**config.mk**
```make
export PLATFORM = sky130hd
export DESIGN_NAME = md6_pad_responder
export DESIGN_NICKNAME = d
export VERILOG_FILES = /design/src/rtl/md6_pad_responder.sv
export SDC_FILE = /design/constraint.sdc
export NUM_CORES = 1
export LEC_CHECK = 0
export ABC_AREA = 1
export CAP_MARGIN = 20
export CELL_PAD_IN_SITES_DETAIL_PLACEMENT = 1
export CELL_PAD_IN_SITES_GLOBAL_PLACEMENT = 2
export CORE_UTILIZATION = 30
export DETAILED_ROUTE_END_ITERATION = 7
export PLACE_DENSITY_LB_ADDON = 0.1
export SLEW_MARGIN = 20
export SYNTH_ARGS = -nofsm -noshare
export SYNTH_HDL_FRONTEND = slang
export SYNTH_SLANG_ARGS = --single-unit
```
**constraint.sdc**
```tcl
create_clock -name clk_sys -period 2.94 [get_ports clk_sys]
set_clock_uncertainty 0.1 [all_clocks]
set_input_delay 0.588 -clock clk_sys [delete_from_list [all_inputs] [get_ports clk_sys]]
set_output_delay 0.588 -clock clk_sys [all_outputs]
set_load 0.02 [all_outputs]
```
**src/rtl/md6_pad_responder.sv**
```systemverilog
// Mega Drive DB9 pad, device side: answers host SELECT toggles with the 3-/6-button
// pin patterns built from a 12-bit active-high button word.
module md6_pad_responder #(
  parameter int unsigned TIMEOUT_CYC = 18000,
  parameter bit          SIX_BUTTON  = 1'b1
) (
  input  logic        clk_sys,
  input  logic        reset,
  input  logic [11:0] buttons,
  input  logic        md_sel,
  output logic [5:0]  pad_n,
  output logic [2:0]  phase
);

  localparam int unsigned     TmrW     = $clog2(TIMEOUT_CYC + 1);
  localparam logic [TmrW-1:0] TmrSat   = TmrW'(TIMEOUT_CYC);
  localparam logic [TmrW-1:0] TmrExp   = TmrW'(TIMEOUT_CYC - 1);
  localparam logic [2:0]      PhaseMax = SIX_BUTTON ? 3'd4 : 3'd2;

  logic            r_sel_meta;
  logic            r_sel_s;
  logic            r_sel_s_d;
  logic            w_fall;
  logic            w_rise;
  logic            w_edge;
  logic            w_expire;
  logic [2:0]      r_phase;
  logic [2:0]      w_phase_d;
  logic [TmrW-1:0] r_tmr;
  logic [TmrW-1:0] w_tmr_d;
  logic [5:0]      r_pad_n;
  logic [5:0]      w_pad_d;
  logic [11:0]     w_b;

  // SELECT is asynchronous to clk_sys; r_sel_s_d only serves edge detection.
  always_ff @(posedge clk_sys) begin
    if (reset) begin
      r_sel_meta <= 1'b1;
      r_sel_s    <= 1'b1;
      r_sel_s_d  <= 1'b1;
    end else begin
      r_sel_meta <= md_sel;
      r_sel_s    <= r_sel_meta;
      r_sel_s_d  <= r_sel_s;
    end
  end

  always_comb begin
    w_fall   = r_sel_s_d & ~r_sel_s;
    w_rise   = ~r_sel_s_d & r_sel_s;
    w_edge   = w_fall | w_rise;
    w_expire = ~w_edge && (r_tmr == TmrExp);
  end

  // State register: low-count and idle timer.
  always_ff @(posedge clk_sys) begin
    if (reset) begin
      r_phase <= 3'd0;
      r_tmr   <= '0;
    end else begin
      r_phase <= w_phase_d;
      r_tmr   <= w_tmr_d;
    end
  end

  // Next-state: an edge in the expiry cycle takes priority over the restart.
  always_comb begin
    w_phase_d = r_phase;
    if (w_fall) begin
      if (r_phase < PhaseMax) begin
        w_phase_d = r_phase + 3'd1;
      end
    end else if (w_expire) begin
      w_phase_d = 3'd0;
    end

    w_tmr_d = r_tmr;
    if (w_edge) begin
      w_tmr_d = '0;
    end else if (r_tmr != TmrSat) begin
      w_tmr_d = r_tmr + 1'b1;
    end
  end

  // Output decode uses the next phase so pins and phase update on the same edge.
  always_comb begin
    w_b = ~buttons;
    if (r_sel_s) begin
      if (w_phase_d == 3'd3) begin
        w_pad_d = {w_b[5], w_b[4], w_b[8], w_b[9], w_b[10], w_b[11]};
      end else begin
        w_pad_d = {w_b[5], w_b[4], w_b[0], w_b[1], w_b[2], w_b[3]};
      end
    end else begin
      unique case (w_phase_d)
        3'd3:    w_pad_d = {w_b[7], w_b[6], 4'b0000};
        3'd4:    w_pad_d = {w_b[7], w_b[6], 4'b1111};
        default: w_pad_d = {w_b[7], w_b[6], 2'b00, w_b[2], w_b[3]};
      endcase
    end
  end

  always_ff @(posedge clk_sys) begin
    if (reset) begin
      r_pad_n <= 6'h3F;
    end else begin
      r_pad_n <= w_pad_d;
    end
  end

  assign pad_n = r_pad_n;
  assign phase = r_phase;

endmodule

```
# [Word level (Yosys, flattened, before mapping)]
# Cells that the tools add are included.
[op_classes] reduce_logical=2 addsub=2 mux=6 n_eq_ne=4 bitwise=7 n_lt_le_gt_ge=1
[op_table] operator="$add A15 B1 Y15 const B" count=1
[op_table] operator="$eq A15 B15 Y1 const B" count=1
[op_table] operator="$ne A15 B15 Y1 const B" count=1
[op_table] operator="$not A12 Y12" count=1
[op_table] operator="$mux W3" count=3
[op_table] operator="$pmux W4 S2" count=1
[op_table] operator="$mux W6" count=1
[op_table] operator="$mux W4" count=1
[op_table] operator="$add A3 B1 Y3 const B" count=1
[op_table] operator="$eq A3 B2 Y1 const B" count=1
[op_table] operator="$eq A3 B3 Y1 const B" count=1
[op_table] operator="$lt A3 B3 Y1 const B" count=1
[op_table] operator="$not A1 Y1" count=3
[op_table] operator="$and A1 B1 Y1" count=2
[op_table] operator="$reduce_or A2 Y1" count=1
[op_table] operator="$logic_and A1 B1 Y1" count=1
[op_table] operator="$or A1 B1 Y1" count=1
[word_totals] in_bits=15 ff_bits=27 out_inout_bits=9

# [Depth between registers and ports, before layout]
# Gate-level depths: netlist (run 1).
[logic_depth] ltp_word=10 mapped_depth=11

# [Worst setup path before layout (run 1)]
# Ideal clock, no wire load.
[synth_path] path_type="register to register" start="register r_sel_s" end="register r_pad_n[0] (netlist: pad_n[0])" stages_incl_launch_ff=12 arrival_ns=1.477 synth_period_minus_slack_ns=1.695 n_path_buf=0 path_slack_ns=1.245 cell_sequence="dfxtp_1 > inv_1 > ha_1 > nand2_1 > nor2_1 > nand3_1 > nand2_1 > nand2_1 > nand3_2 > nand2_1 > o21ai_1 > nand2_1"
[synth_via] elab_chain_cells=10 elab_cells_between_ends=13 classes_between="eq/ne (2); mux (5); bitwise (5); reduce/logical (1)"
[synth_rtl] item="start: declaration" line="21" text="logic r_sel_s;"
[synth_rtl] item="start signal: assignment" line="43" text="r_sel_s <= r_sel_meta;"
[synth_rtl] item="$not A1 Y1" line="49" text="w_fall = r_sel_s_d & ~r_sel_s;"
[synth_rtl] item="$and A1 B1 Y1" line="49"
[synth_rtl] item="$or A1 B1 Y1" line="51" text="w_edge = w_fall | w_rise;"
[synth_rtl] item="$not A1 Y1" line="52" text="w_expire = ~w_edge && (r_tmr == TmrExp);"
[synth_rtl] item="$logic_and A1 B1 Y1" line="52"
[synth_rtl] item="$mux W3" line="73" text="end else if (w_expire) begin"
[synth_rtl] item="$mux W3" line="69" text="if (w_fall) begin"
[synth_rtl] item="$eq A3 B3 Y1 or $eq A3 B2 Y1 (tied branches)" line="95, 89"
[synth_rtl] item="$pmux W4 S2 or $mux W4 (tied branches)" line="95, 89"
[synth_rtl] item="$mux W6 *" line="88" text="if (r_sel_s) begin"
[synth_rtl] item="end signal: assignment" line="107" text="r_pad_n <= w_pad_d;"
[synth_rtl] item="end: declaration" line="31" text="logic [5:0] r_pad_n;"
# Mark *: on every way between the ends. The rest lies on a longest branch, timed or not.
# A chain may end at the register's enable or synchronous reset.

# [Worst setup path in the final report (run 1)]
# Same ends and word-level chain as after synthesis.

==> report_table.html, run 1 <==
<table>
<tr><th>Metric</th><th>Value</th></tr>
<tr><th colspan="2">Run status</th></tr>
<tr><td>Status</td><td>finished, final reports clean</td></tr>
<tr><th colspan="2">STA</th></tr>
<tr><td>RSZ-0062 raised after global routing</td><td>false</td></tr>
<tr><td>Worst max-slew margin expressed relative to the limit</td><td>between 70 and 80%</td></tr>
<tr><td>Setup TNS after final layout</td><td>0 ns</td></tr>
<tr><td>Final count of pins violating max slew</td><td>0</td></tr>
<tr><td>Transition at the pin with the smallest max-transition slack</td><td>0.3104 ns</td></tr>
<tr><td>Top achievable clock speed</td><td>484.1 MHz</td></tr>
<tr><td>Count of endpoints failing setup in the final report</td><td>0</td></tr>
<tr><td>Part of the cycle the worst path needs</td><td>70.25%</td></tr>
<tr><td>Worst Hold Margin</td><td>0.3196 ns</td></tr>
<tr><td>Tmin final</td><td>around 2.1 ns</td></tr>
<tr><td>Final hold violations</td><td>0</td></tr>
<tr><td>Setup WS post-layout</td><td>~0.9 ns</td></tr>
<tr><th colspan="2">Clock network</th></tr>
<tr><td>Post-CTS Hold Buffers</td><td>0</td></tr>
<tr><td>Buffer depth of the longest clock path</td><td>2</td></tr>
<tr><td>CTS sink count</td><td>27</td></tr>
<tr><td>Gates resized, CTS repair</td><td>0</td></tr>
<tr><td>Cell chosen for the clock root</td><td>clkbuf_8</td></tr>
<tr><td>Number of H-tree branching levels</td><td>1</td></tr>
<tr><td>Worst-skew pair later-pin latency</td><td>0.28 ns</td></tr>
<tr><td>Setup repair bufs after CTS</td><td>0</td></tr>
<tr><td>Num CTS Buffers</td><td>3</td></tr>
<tr><td>Clock-pin slew of the registers on the worst-case setup and hold paths</td><td>0.10 ns</td></tr>
<tr><td>CTS tree</td><td>built</td></tr>
<tr><th colspan="2">Final layout</th></tr>
<tr><td>Fill cell count</td><td>503</td></tr>
<tr><td>Sequential cell area in the final layout</td><td>540.5 sq um</td></tr>
<tr><td>Nets@finish</td><td>between 200 and 250</td></tr>
<tr><td>Share of post-route cells with drive strength above 1</td><td>12.82%</td></tr>
<tr><td>P&amp;R area growth vs syn</td><td>26.12%</td></tr>
<tr><td>Antenna diode instance count</td><td>0</td></tr>
<tr><td>Core Util, Final</td><td>between 30 and 40%</td></tr>
<tr><td>Combined area of the multi-input logic cells</td><td>653.1 sq um</td></tr>
<tr><th colspan="2">GRT</th></tr>
<tr><td>Largest net degree at the start of global routing</td><td>16</td></tr>
<tr><td>Antenna violations before repair</td><td>0</td></tr>
<tr><td>Vias in the first global route</td><td>1233</td></tr>
<tr><td>Gr usage total</td><td>15.78%</td></tr>
<tr><td>First-pass GRT wire length</td><td>5354 um</td></tr>
<tr><td>Overflow after GRT</td><td>0</td></tr>
<tr><th colspan="2">Critical path</th></tr>
<tr><td>Critical path's top delay family</td><td>simple AND/OR/NAND/NOR gates</td></tr>
<tr><td>Highest fanout seen on the critical path</td><td>6</td></tr>
<tr><td>Most used cell along the critical path</td><td>nand2_1</td></tr>
<tr><td>Critical register-to-register path endpoint</td><td>pad_n[0]</td></tr>
<tr><td>Buf/Inv on CP</td><td>1</td></tr>
<tr><td>Crit Path Category</td><td>flip-flop to flip-flop</td></tr>
<tr><td>Critical path startpoint</td><td>r_sel_s</td></tr>
<tr><td>Reg2Reg Depth</td><td>11</td></tr>
<tr><td>Longest individual stage delay on the worst path</td><td>0.45 ns</td></tr>
<tr><td>Critical path required time</td><td>3.01 ns</td></tr>
<tr><td>Startpoint of the worst register-to-register path</td><td>r_sel_s</td></tr>
<tr><td>Register-to-register setup slack</td><td>0.87 ns</td></tr>
<tr><td>End point of the critical path</td><td>pad_n[0]</td></tr>
<tr><td>Cells along the critical path</td><td>inv_1, ha_1, nand2_1, nor2_1, nand3_1, nand2_1, nand2_2, nand3_2, nand2_1, o21ai_1, nand2_1</td></tr>
<tr><td>Critical-path top delay cell</td><td>dfxtp_1</td></tr>
<tr><td>Category of the worst setup path capture point</td><td>flip-flop</td></tr>
<tr><td>Cell depth of the worst setup path</td><td>11</td></tr>
<tr><td>Critical Path AT</td><td>2.14 ns</td></tr>
<tr><td>Setup crit start kind</td><td>flip-flop</td></tr>
<tr><th colspan="2">Logic synthesis</th></tr>
<tr><td>Count of mapped cells out of synthesis</td><td>169</td></tr>
<tr><td>EDFF count, synth</td><td>0</td></tr>
<tr><td>Count of state elements after synthesis</td><td>27</td></tr>
<tr><td>Yosys warning total</td><td>0</td></tr>
<tr><td>Commonest register cell after synthesis</td><td>dfxtp_1</td></tr>
<tr><td>Sequential share of the synthesized area</td><td>between 40 and 50%</td></tr>
<tr><td>Number of unique standard cell types used by synthesis</td><td>23</td></tr>
<tr><td>Ranking of synthesized cells by area</td><td>dfxtp_1 42%, nand2_1 7.9%, inv_1 6.7%, a21oi_1 6.2%, nor2_1 5.3%</td></tr>
<tr><td>Syn avg cell area</td><td>7.596 sq um</td></tr>
<tr><td>Share of the synthesized area in the top cell type</td><td>42.11%</td></tr>
<tr><td>Synthesized netlist net count</td><td>between 150 and 200</td></tr>
<tr><td>Mapped Area</td><td>roughly 1300 sq um</td></tr>
<tr><td>Library cell occupying the most area in the post-synthesis netlist</td><td>dfxtp_1</td></tr>
<tr><td>Fraction of registers with async set/reset</td><td>0%</td></tr>
<tr><td>Top cell types by occurrence after synthesis</td><td>27 x dfxtp_1, 27 x nand2_1, 23 x inv_1</td></tr>
<tr><th colspan="2">Die</th></tr>
<tr><td>Die area</td><td>roughly 4500 sq um</td></tr>
<tr><td>Standard-cell rows</td><td>23</td></tr>
<tr><td>Initial core utilization</td><td>31.64%</td></tr>
<tr><td>Die Width</td><td>between 60 and 70 um</td></tr>
<tr><td>Core area</td><td>4058 sq um</td></tr>
<tr><td>Die Ht</td><td>67.42 um</td></tr>
<tr><td>Count of pins on the block boundary</td><td>24</td></tr>
<tr><th colspan="2">Power</th></tr>
<tr><td>Leakage power summed over all cells</td><td>~0.62 nW</td></tr>
<tr><td>Power density normalized to cell area</td><td>420.3 nW/um^2</td></tr>
<tr><td>Worst vdd rail ir drop</td><td>around 0.18 mV</td></tr>
<tr><td>Total design power</td><td>0.6805 mW</td></tr>
<tr><th colspan="2">Min path</th></tr>
<tr><td>Type of the tightest min-delay check</td><td>flip-flop to flip-flop</td></tr>
<tr><th colspan="2">Placed design</th></tr>
<tr><td>Port Buffers</td><td>23</td></tr>
<tr><td>Gp weighted congestion</td><td>0.8867</td></tr>
<tr><td>Half-perimeter wire length after placement</td><td>2376 um</td></tr>
<tr><td>Place WS</td><td>0.7813 ns</td></tr>
<tr><th colspan="2">Route</th></tr>
<tr><td>DR vias/cell</td><td>4.767</td></tr>
<tr><td>DRC viols</td><td>0</td></tr>
<tr><td>Antenna Violating Nets Remaining</td><td>0</td></tr>
<tr><td>Pre-Repair DR Iteration Count</td><td>4</td></tr>
<tr><td>Starting DRT DRC Count</td><td>33</td></tr>
<tr><td>Total detailed-routing wirelength</td><td>3034 um</td></tr>
<tr><td>Vias after detailed routing</td><td>1168</td></tr>
<tr><td>Routed wire length per instance</td><td>12.38 um</td></tr>
<tr><th colspan="2">Flow run</th></tr>
<tr><td>Maximum Capacitance Violations</td><td>0</td></tr>
</table>
==> kinds of logic (layout without fill, tap and decap cells) <==
logic type / count (synthesis) / after routing / synth area share [%]
buffers and inverters: 24 / 50 / 7.017
DFF: 27 / 27 / 42.11
xor gates and xnor gates: 1 / 1 / 0.6824
and+or+nand+nor: 78 / 78 / 31.48
adders and majority gates: 4 / 4 / 3.899
AOI/OAI and AO/OA: 35 / 35 / 14.82
==> cell usage in the layout (no fill, tap or decap), types with 4 or more instances in the layout <==
master            n
a21oi_1          16
clkdlybuf4s50_1  23
dfxtp_1          27
ha_1              4
inv_1            23
nand2_1          27
nand2_2           4
nand3_1           9
nand3_2           4
nand4_1           4
nor2_1           18
o21ai_0           6
o21ai_1           8
==> metal layers <==
metal	global-route usage (%)	vias to the layer above	share of wire (%)
li1	-	602	-
met1	19.31	547	50
met2	27.00	14	46
met3	2.534	5	2.5
met4	6.915	0	1.4
met5	0	-	0
==> worst min path at each step <==
stage,from,end,slack [ns],cells past startpoint
6_report,r_sel_meta,r_sel_s,0.32,1
5_1_grt,r_sel_meta,r_sel_s,0.35,1
4_1_cts,r_sel_meta,r_sel_s,0.33,1
3_5_place_dp,r_sel_meta,r_sel_s,0.30,1
3_3_place_gp,r_sel_meta,r_sel_s,0.30,1
2_1_floorplan,r_sel_meta,r_sel_s,0.29,1
==> state kept, by name, summed over array words and instances, names as in the netlist <==
register	count
pad_n	6
phase	3
r_sel_meta	1
r_sel_s	1
r_sel_s_d	1
r_tmr	15
==> through the flow <==
| step | instance area, sq um | instances |
|---|---|---|
| floorplan | 1284 | 169 |
| global placement | 1573 | 241 |
| detailed placement | 1573 | 241 |
| CTS | 1619 | 245 |
| global route | 1619 | 245 |
| finish | 1619 | 245 |
==> report_power, final <==
part / leakage (nW) / internal [mW] / switching (mW)
registers: 0.221 / 0.377 / 0.00690
logic: 0.374 / 0.0403 / 0.0387
clock network: 0.0255 / 0.0952 / 0.123
total: 0.620 / 0.512 / 0.168
==> cell type report <==
class / instances / share of cell area (%)
clock inverter: 1 / 0.3091
inverter: 23 / 5.332
sequential: 27 / 33.38
multi-input combinational: 118 / 40.34
clock buffer: 3 / 2.550
tap: 50 / 3.864
timing repair buffer: 23 / 14.22
(Power assumes the default switching activity.)
==> run 2: changes to the inputs <==
Settings changed: CORE_UTILIZATION 30 to 26.
Clock period 2.94 ns to 1.75 ns, I/O delays scaled along.
==> report_table.html, run 2 (same netlist as run 1, synthesis figures left out) <==
<table>
<tr><th>Metric</th><th>Value</th></tr>
<tr><th colspan="2">Run status</th></tr>
<tr><td>Status</td><td>finished, final reports clean (unchanged)</td></tr>
<tr><th colspan="2">STA</th></tr>
<tr><td>RSZ-0062 raised after global routing</td><td>false (unchanged)</td></tr>
<tr><td>Worst max-slew margin expressed relative to the limit</td><td>77.47% (was 79.24%)</td></tr>
<tr><td>Transition at the pin with the smallest max-transition slack</td><td>0.3375 ns (was 0.3104 ns)</td></tr>
<tr><td>Tmin final</td><td>1.692 ns</td></tr>
<tr><td>Worst Hold Margin</td><td>0.3344 ns (was 0.3196 ns)</td></tr>
<tr><td>Part of the cycle the worst path needs</td><td>between 90% and 100%</td></tr>
<tr><td>Top achievable clock speed</td><td>590.9 MHz</td></tr>
<tr><td>Setup TNS after final layout</td><td>0 ns (unchanged)</td></tr>
<tr><td>Final count of pins violating max slew</td><td>0 (unchanged)</td></tr>
<tr><td>Count of endpoints failing setup in the final report</td><td>0 (unchanged)</td></tr>
<tr><td>Final hold violations</td><td>0 (unchanged)</td></tr>
<tr><td>Setup WS post-layout</td><td>0.05774 ns (was 0.8745 ns)</td></tr>
<tr><th colspan="2">Clock network</th></tr>
<tr><td>CTS tree</td><td>built (unchanged)</td></tr>
<tr><td>Number of H-tree branching levels</td><td>1 (unchanged)</td></tr>
<tr><td>Post-CTS Hold Buffers</td><td>0 (unchanged)</td></tr>
<tr><td>Buffer depth of the longest clock path</td><td>2 (unchanged)</td></tr>
<tr><td>Clock-pin slew of the registers on the worst-case setup and hold paths</td><td>0.10 ns (about the same)</td></tr>
<tr><td>Worst-skew pair later-pin latency</td><td>0.28 ns (about the same)</td></tr>
<tr><td>Num CTS Buffers</td><td>3 (unchanged)</td></tr>
<tr><td>CTS sink count</td><td>27 (unchanged)</td></tr>
<tr><td>Cell chosen for the clock root</td><td>clkbuf_8 (unchanged)</td></tr>
<tr><th colspan="2">Die</th></tr>
<tr><td>Standard-cell rows</td><td>25 (was 23)</td></tr>
<tr><td>Die Width</td><td>72.27 um (was 67.42 um)</td></tr>
<tr><td>Core area</td><td>4723 sq um (was 4058 sq um)</td></tr>
<tr><td>Count of pins on the block boundary</td><td>24 (unchanged)</td></tr>
<tr><td>Initial core utilization</td><td>27.18% (was 31.64%)</td></tr>
<tr><td>Die Ht</td><td>72.27 um (was 67.42 um)</td></tr>
<tr><td>Die area</td><td>5222 sq um (was 4545 sq um)</td></tr>
<tr><th colspan="2">Flow run</th></tr>
<tr><td>Maximum Capacitance Violations</td><td>0 (unchanged)</td></tr>
<tr><th colspan="2">Final layout</th></tr>
<tr><td>Core Util, Final</td><td>38.30% (was 39.90%)</td></tr>
<tr><td>Top reg by flops</td><td>r_tmr (unchanged)</td></tr>
<tr><td>Share of post-route cells with drive strength above 1</td><td>23.53% (was 12.82%)</td></tr>
<tr><td>P&amp;R area growth vs syn</td><td>40.94% (was 26.12%)</td></tr>
<tr><td>Post-layout instance area</td><td>1809 sq um (was 1619 sq um)</td></tr>
<tr><td>Antenna diode instance count</td><td>0 (unchanged)</td></tr>
<tr><td>Highest-count cells in the layout ignoring fill and taps</td><td>23 x nand2_1, 23 x dfxtp_1, 22 x inv_1, 21 x clkdlybuf4s50_1 (was 27 x nand2_1, 27 x dfxtp_1, 23 x inv_1, 23 x clkdlybuf4s50_1, 18 x nor2_1)</td></tr>
<tr><td>Flip-flop count of the largest register after layout</td><td>15 (unchanged)</td></tr>
<tr><td>Nets@finish</td><td>224 (was 215)</td></tr>
<tr><th colspan="2">Critical path</th></tr>
<tr><td>Critical Path AT</td><td>1.24 ns (was 2.14 ns)</td></tr>
<tr><td>Crit Path Category</td><td>flip-flop to output pin (was flip-flop to flip-flop)</td></tr>
<tr><td>Critical path's top delay family</td><td>buffers and inverters (was simple AND/OR/NAND/NOR gates)</td></tr>
<tr><td>Setup crit start kind</td><td>flip-flop (unchanged)</td></tr>
<tr><td>Critical-path top delay cell</td><td>clkdlybuf4s50_1 (was dfxtp_1)</td></tr>
<tr><td>Cells along the critical path</td><td>clkdlybuf4s50_1 (was inv_1, ha_1, nand2_1, nor2_1, nand3_1, nand2_1, nand2_2, nand3_2, nand2_1, o21ai_1, nand2_1)</td></tr>
<tr><td>Buf/Inv on CP</td><td>1 (unchanged)</td></tr>
<tr><td>Longest individual stage delay on the worst path</td><td>0.61 ns (was 0.45 ns)</td></tr>
<tr><td>Category of the worst setup path capture point</td><td>output pin (was flip-flop)</td></tr>
<tr><td>Highest fanout seen on the critical path</td><td>3 (was 6)</td></tr>
<tr><td>Critical path required time</td><td>1.30 ns (was 3.01 ns)</td></tr>
<tr><th colspan="2">GRT</th></tr>
<tr><td>First-pass GRT wire length</td><td>5637 um (was 5354 um)</td></tr>
<tr><td>Largest net degree at the start of global routing</td><td>16 (unchanged)</td></tr>
<tr><td>Overflow after GRT</td><td>0 (unchanged)</td></tr>
<tr><td>Vias in the first global route</td><td>1215 (was 1233)</td></tr>
<tr><td>Gr usage total</td><td>13.88% (was 15.78%)</td></tr>
<tr><td>Antenna violations before repair</td><td>0 (unchanged)</td></tr>
<tr><th colspan="2">Placed design</th></tr>
<tr><td>Port Buffers</td><td>23 (unchanged)</td></tr>
<tr><td>Cell Area, Placed</td><td>1647 sq um (was 1573 sq um)</td></tr>
<tr><td>Place WS</td><td>-0.006301 ns (was 0.7813 ns)</td></tr>
<tr><td>Half-perimeter wire length after placement</td><td>2599 um (was 2376 um)</td></tr>
<tr><td>Gp weighted congestion</td><td>0.7139 (was 0.8867)</td></tr>
<tr><th colspan="2">Route</th></tr>
<tr><td>DRC viols</td><td>0 (unchanged)</td></tr>
<tr><td>Total detailed-routing wirelength</td><td>3358 um (was 3034 um)</td></tr>
<tr><td>Vias after detailed routing</td><td>1210 (was 1168)</td></tr>
<tr><td>Routed wire length per instance</td><td>12.39 um (was 12.38 um)</td></tr>
<tr><td>Antenna Violating Nets Remaining</td><td>0 (unchanged)</td></tr>
<tr><td>DR vias/cell</td><td>4.465 (was 4.767)</td></tr>
<tr><td>Starting DRT DRC Count</td><td>41 (was 33)</td></tr>
<tr><td>Pre-Repair DR Iteration Count</td><td>3 (was 4)</td></tr>
<tr><th colspan="2">Power</th></tr>
<tr><td>Leakage power summed over all cells</td><td>0.6780 nW (was 0.6196 nW)</td></tr>
<tr><td>Power density normalized to cell area</td><td>652.5 nW/um^2 (was 420.3 nW/um^2)</td></tr>
<tr><td>Worst vdd rail ir drop</td><td>0.3690 mV (was 0.1757 mV)</td></tr>
<tr><th colspan="2">Min path</th></tr>
<tr><td>Type of the tightest min-delay check</td><td>flip-flop to flip-flop (unchanged)</td></tr>
</table>
==> run 2: cell count changes in the layout (fill, tap and decap cells not counted), moves of 3 or more <==
cell | before | now
dfxtp_1 | 27 | 23
nand2_4 | 0 | 3
dfxtp_2 | 0 | 4
nand2_1 | 27 | 23
nor2_4 | 3 | 7
buf_4 | 0 | 8
==> run 2: per-layer routing <==
metal / wire (um) / vias up / global-route usage (%)
li1: - / 621 / -
met1: 1612 / 571 / 18.18
met2: 1622 / 16 / 23.26
met3: 97 / 2 / 3.056
met4: 25 / 0 / 3.268
met5: 0 / - / 0
==> run 2: power by group <==
part / leakage (nW) / switching (mW) / total, mW / internal [mW]
registers: 0.221 / 0.0111 / 0.645 / 0.634
clock network: 0.0255 / 0.211 / 0.371 / 0.160
logic: 0.431 / 0.0781 / 0.164 / 0.0860
total: 0.678 / 0.300 / 1.18 / 0.880
==> run 2: worst register-to-register path, cell delays in order (launching register included) <==
cell	delay (ns)
dfxtp_2	0.34
inv_2	0.05
ha_4	0.27
nand2_4	0.05
nor2_4	0.11
nand4_1	0.11
nand2_2	0.17
buf_6	0.11
nand4_1	0.10
nand3_1	0.08
nand2_1	0.05
==> run 2: path summary, 6_finish.rpt <==
check	from	to	slack (ns)	cells past startpoint
max	phase[1]	phase[1]	0.06	1
min	r_sel_meta	r_sel_s	0.33	1
max reg2reg	r_sel_s	pad_n[2]	0.11	10
min reg2reg	r_sel_meta	r_sel_s	0.33	1
==> run 2: layout make-up <==
class                           count  area, sq um
Clock buffer                        3        41.29
Clock inverter                      1        5.005
Fill cell                         582         2914
Inverter                           23        86.33
Multi-Input combinational cell    118        748.2
Sequential cell                    27        545.5
Tap cell                           67        83.83
Timing Repair Buffer               32        299.0
==> run 2: timing repair <==
action | CTS | global route
setup endpoints to repair | 6 | 5
cloned | 0 | 0
hold endpoints to repair | 0 | 0
pin swaps | 0 | 12
buffers inserted | 0 | 2
resized for setup | 4 | 23
==> run 2: per-stage QoR <==
stage / total power, mW / std cells
2_1_floorplan: 0.7249 / 169
3_3_place_gp: 0.8044 / 265
3_5_place_dp: 0.8095 / 265
4_1_cts: 1.193 / 269
5_1_grt: 1.241 / 271
6_report: 1.180 / 271
